==> src/rtl/pipelined_ripple_adder_pkg.sv <==
// pipelined_ripple_adder_pkg: default geometry shared by the pipelined adder and its users
package pipelined_ripple_adder_pkg;
  localparam int DEF_WIDTH  = 16;
  localparam int DEF_STAGES = 4;
endpackage

==> src/rtl/ripple_chunk_adder.sv <==
// ripple_chunk_adder: combinational CHUNK-bit ripple-carry adder with carry into the top bit
module ripple_chunk_adder #(
  parameter int CHUNK = 4
) (
  input  logic [CHUNK-1:0] a,
  input  logic [CHUNK-1:0] b,
  input  logic             cin,
  output logic [CHUNK-1:0] sum,
  output logic             cout,
  output logic             c_msb
);
  logic [CHUNK:0] c;
  always_comb begin
    c = '0;
    c[0] = cin;
    sum = '0;
    for (int i = 0; i < CHUNK; i++) begin
      sum[i] = a[i] ^ b[i] ^ c[i];
      c[i+1] = (a[i] & b[i]) | (c[i] & (a[i] ^ b[i]));
    end
  end
  assign cout  = c[CHUNK];
  assign c_msb = c[CHUNK-1];
endmodule

==> src/rtl/pipelined_ripple_adder.sv <==
// pipelined_ripple_adder: WIDTH-bit add/sub, carry chain split over STAGES registered ripple chunks
module pipelined_ripple_adder
  import pipelined_ripple_adder_pkg::*;
#(
  parameter int WIDTH  = DEF_WIDTH,
  parameter int STAGES = DEF_STAGES
) (
  input  logic             clk,
  input  logic             rst,
  input  logic             flush,
  input  logic             in_valid,
  output logic             in_ready,
  input  logic [WIDTH-1:0] a,
  input  logic [WIDTH-1:0] b,
  input  logic             cin,
  input  logic             sub,
  output logic             out_valid,
  input  logic             out_ready,
  output logic [WIDTH-1:0] sum,
  output logic             cout,
  output logic             ovf,
  output logic             zero
);
  localparam int CHUNK = WIDTH / STAGES;
  if (WIDTH % STAGES != 0) begin : g_bad
    $error("pipelined_ripple_adder: WIDTH must be a multiple of STAGES");
  end
  logic [STAGES-1:0] v, rdy;
  logic [WIDTH-1:0] b_eff;
  logic nr;
  assign b_eff = sub ? ~b : b;
  // Ready ripples back from the consumer: a stage can load if empty or if its successor can take it.
  always_comb begin
    nr = out_ready;
    rdy = '0;
    for (int k = STAGES - 1; k >= 0; k--) begin
      rdy[k] = !v[k] || nr;
      nr = rdy[k];
    end
  end
  assign in_ready = rdy[0];
  for (genvar k = 0; k < STAGES; k++) begin : g_stage
    localparam int LO = k * CHUNK;
    localparam int HI = LO + CHUNK;
    logic [CHUNK-1:0] ca, cb, cs;
    logic ci, co, sv, sz, rv, rc, rz;
    logic [HI-1:0] ns, rs;
    if (k == 0) begin : g_src
      assign ca = a[CHUNK-1:0];
      assign cb = b_eff[CHUNK-1:0];
      assign ci = sub | cin;
      assign sv = in_valid;
      assign sz = 1'b1;
      assign ns = cs;
    end else begin : g_src
      assign ca = g_stage[k-1].g_fwd.ra[HI-1:LO];
      assign cb = g_stage[k-1].g_fwd.rb[HI-1:LO];
      assign ci = g_stage[k-1].rc;
      assign sv = g_stage[k-1].rv;
      assign sz = g_stage[k-1].rz;
      assign ns = {cs, g_stage[k-1].rs};
    end
    // Operand bits above this chunk ride along until their own stage consumes them.
    if (k < STAGES - 1) begin : g_fwd
      logic [WIDTH-1:HI] ua, ub, ra, rb;
      logic msb_unused;
      if (k == 0) begin : g_in
        assign ua = a[WIDTH-1:HI];
        assign ub = b_eff[WIDTH-1:HI];
      end else begin : g_in
        assign ua = g_stage[k-1].g_fwd.ra[WIDTH-1:HI];
        assign ub = g_stage[k-1].g_fwd.rb[WIDTH-1:HI];
      end
      ripple_chunk_adder #(.CHUNK(CHUNK)) u_add (
        .a(ca), .b(cb), .cin(ci), .sum(cs), .cout(co), .c_msb(msb_unused)
      );
      always_ff @(posedge clk)
        if (rst) begin
          ra <= '0;
          rb <= '0;
        end else if (rdy[k] && sv) begin
          ra <= ua;
          rb <= ub;
        end
    end else begin : g_last
      logic cm, rm;
      ripple_chunk_adder #(.CHUNK(CHUNK)) u_add (
        .a(ca), .b(cb), .cin(ci), .sum(cs), .cout(co), .c_msb(cm)
      );
      always_ff @(posedge clk)
        if (rst) rm <= 1'b0;
        else if (rdy[k] && sv) rm <= cm;
    end
    always_ff @(posedge clk)
      if (rst) begin
        rv <= 1'b0;
        rc <= 1'b0;
        rz <= 1'b0;
        rs <= '0;
      end else begin
        if (flush) rv <= 1'b0;
        else if (rdy[k]) rv <= sv;
        if (rdy[k] && sv) begin
          rs <= ns;
          rc <= co;
          rz <= sz & ~|cs;
        end
      end
    assign v[k] = rv;
  end
  assign out_valid = v[STAGES-1];
  assign sum  = g_stage[STAGES-1].rs;
  assign cout = g_stage[STAGES-1].rc;
  assign zero = g_stage[STAGES-1].rz;
  assign ovf  = g_stage[STAGES-1].g_last.rm ^ g_stage[STAGES-1].rc;
endmodule

==> config.mk <==
export PLATFORM = sky130hd
export DESIGN_NAME = pipelined_ripple_adder
export DESIGN_NICKNAME = d
export VERILOG_FILES = /design/src/rtl/pipelined_ripple_adder_pkg.sv /design/src/rtl/ripple_chunk_adder.sv /design/src/rtl/pipelined_ripple_adder.sv
export SDC_FILE = /design/constraint.sdc
export NUM_CORES = 1
export LEC_CHECK = 0
export BUFFER_PORTS_ARGS = -buffer_cell sky130_fd_sc_hd__buf_4
export CAP_MARGIN = 20
export CORE_UTILIZATION = 57
export DETAILED_ROUTE_END_ITERATION = 8
export PLACE_DENSITY = 0.79
export SYNTH_ARGS = -nofsm -noshare
export SYNTH_HDL_FRONTEND = slang
export SYNTH_SLANG_ARGS = --single-unit
==> constraint.sdc <==
create_clock -name clk -period 5.95 [get_ports clk]
set_clock_uncertainty 0.1 [all_clocks]
set_input_delay 0.2975 -clock clk [delete_from_list [all_inputs] [get_ports clk]]
set_output_delay 0.2975 -clock clk [all_outputs]
set_load 0.05 [all_outputs]
==> reports/qor.yml <==
core-area_mm2: 0.00769
synthFlopType: "dfxtp_1"
cp_slowest_cell: "and4b_1"
die_h_um: 90.9
place_area_mm2: 0.00488
max_slew_margin: 0.407
yosysMostFrequentCell: "dfxtp_1"
hpwl_mm: 6.03
cts_resized: 0
rsz0062_at_grt: "false"
grt_pass1_wl_mm: 14.6
final_util: 0.661
cp_top_family: "simple AND/OR/NAND/NOR gates"
worst_pin_slew_ps: 886
p_per_area_mw_per_mm2: 242
finalNonFillerCells: 642
synth_edf_count: 0
row_count: 32
dr_total_vias: 3544
overflow: 0
critical_path_buf_inv_count: 1
numClockSinks: 101
reg2reg_depth: 4
crit_arrival_ps: 2450
path_cells: "and4b_1 -> nand2_1 -> buf_4"
ant_nets: 0
grt_start_max_net_pins: 82
worstSetupEndpointType: "output pin"
vias_per_cell: 5.52
post-route-period-util: 0.478
max_clock_freq_mhz: 351
pwr-share-clk: 0.326
yosys.area.top_type: "dfxtp_1"
netlist_area_mm2: 0.00451
setup_tns_ps: 0
r2r_end: "g_stage[0].g_fwd.rb[10]"
drv_cap: 0
hp-start: "a[9]"
io_pins: 60
ys_seq_area_frac: 0.449
gp_congestion: 0.756
syn_to_final_growth_pct: 12.8
p_int_mw: 0.911
cts_tree: "done"
fill_cells: 646
ys_ff_latch: 101
synthTopCellsByArea: "dfxtp_1 (45%), a21oi_1 (7.5%), fa_1 (7.1%)"
syn_avg_cell_area_um2: 8.87
portBuffers: 59
maxSlewViolCount: 0
setup_viol_count_final: 0
wl_per_cell_um: 13.6
yosys_warnings: 0
p_switching_mw: 0.319
hold_class: "in -> reg"
synthDominantCellAreaShare: 0.449
clock_latency_ps: 360
syn_inst: 508
rr_startpoint: "g_stage[1].rv"
share_seq_of_total_power: 0.577
die_area_mm2: 0.00827
path_class: "reg -> out"
swShare: 0.259
drt_drc_violations_left: 0
stdcell_area_mm2: 0.00508
first_pass_iters: 4
antenna_found_initial: 0
required_ps: 5550
cts.root.buffer_cell: "clkbuf_8"
ctsHtreeMaxLevel: 3
drive_gt1_frac: 0.157
drt-total-wl_mm: 8.76
status: "finished, final reports clean"
synth_commonest_cells: "dfxtp_1 (101), a21oi_1 (68), o21ai_0 (58)"
start_util: 0.586
cp_max_fo: 27
setup.worst_path.start: "g_stage[1].rv"
slowest_delay_ps: 880
dp_cells: 624
n_antenna_cell: 0
cts_buffer_depth: 2
die_x_um: 90.9
fin_crit_ps: 2850
hold_viol: 0
holdPathStages: 3
start_kind: "register"
nets: 590
synth_cell_types: 37
r2r_slack_ps: 3170
hold_path_end: "g_stage[0].g_fwd.ra[9]"
p_comb_frac: 0.097
grt_usage: 0.216
async_flop_share: 0
power.leakage_nw: 1.93
clk_pin_slew_ps: 90
grt_pass1_vias: 3085
cts_made_buffers: 9
drt-initial-drc-count: 190
ir_drop_v: 0.000133
syn_nets: 563
==> state kept, by name, summed over array words and instances, names as in the netlist <==
signal,cells
g_stage.g_fwd.ra,24
g_stage.g_fwd.rb,24
g_stage.rs,24
sum,16
g_stage.rc,3
g_stage.rv,3
g_stage.rz,3
cout,1
g_stage.g_last.rm,1
out_valid,1
zero,1
==> per-layer routing <==
metal | GRT usage | wire length, um | up-vias
li1 | - | - | 1803
met1 | 0.300 | 4150 | 1633
met2 | 0.340 | 4120 | 98
met3 | 0.0385 | 370 | 10
met4 | 0.0714 | 114 | 0
met5 | 0 | 0 | -
==> final cells by class <==
type,count,area [um2],area share
timing repair buffer,64,490,0.0965
clock inverter,7,58.8,0.0116
sequential,101,2020,0.398
clock buffer,9,124,0.0244
multi-input combinational,330,2150,0.423
tap,102,128,0.0251
inverter,29,109,0.0214
==> worst min-delay path: cells and delay by family <==
| kind | cells | cell delay, ps |
|---|---|---|
| buffers and inverters | 1 | 110 |
| muxes | 1 | 50 |
| and+or+nand+nor | 1 | 40 |
==> cells in the final DEF, fill, tap and decap left out, drive strengths merged, types with 5 or more instances in the layout <==
cell / instances
a21oi: 68
a311oi: 9
buf: 63
clkbuf: 9
dfxtp: 101
fa: 16
inv: 32
mux2i: 22
nand2: 44
nand3: 55
nor2: 5
nor2b: 5
o21ai: 59
xnor2: 5
xor2: 12
==> metrics by stage <==
step	hold slack (ps)	setup WS, ps	power, mW
2_1_floorplan	277	2970	0.804
3_3_place_gp	346	3130	0.839
3_5_place_dp	356	3040	0.843
4_1_cts	66.3	3090	1.24
5_1_grt	67.3	2880	1.29
6_report	77.9	3100	1.23
==> power groups by stage <==
stage	Combinational [mW]	Clock, mW	Sequential [mW]
6_report	0.120	0.401	0.710
5_1_grt	0.133	0.441	0.712
4_1_cts	0.119	0.411	0.709
3_5_place_dp	0.118	0	0.725
3_3_place_gp	0.114	0	0.725
2_1_floorplan	0.0826	0	0.721
==> worst max-delay path by stage <==
| stage | end | slack [ps] | cells after the start |
|---|---|---|---|
| 6_report | in_ready | 3100 | 3 |
| 3_3_place_gp | g_stage[0].rz | 3130 | 10 |
| 2_1_floorplan | g_stage[0].rz | 2970 | 11 |
| 3_5_place_dp | g_stage[0].rz | 3040 | 10 |
| 4_1_cts | in_ready | 3090 | 3 |
| 5_1_grt | g_stage[0].g_fwd.rb[8] | 2880 | 4 |
==> what timing repair did <==
| item | CTS | global route |
|---|---|---|
| endpoints found under the hold margin | 1 | 0 |
| endpoints found under the setup margin | 0 | 0 |
| hold buffers | 1 | 0 |
| setup buffers | 0 | 0 |
==> cell families (layout without fill, tap and decap cells) <==
logic type | Yosys count | count (layout) | share of synthesized area
AO/OA/AOI/OAI | 150 | 150 | 0.185
adder cells (fa/ha/maj) | 16 | 16 | 0.0711
flip-flops | 101 | 101 | 0.449
multiplexers | 25 | 25 | 0.0563
AND/OR/NAND/NOR | 122 | 122 | 0.133
buffers and inverters | 77 | 109 | 0.0738
XOR/XNOR | 17 | 17 | 0.0330
Note: power is estimated with default switching activity, not from simulation.
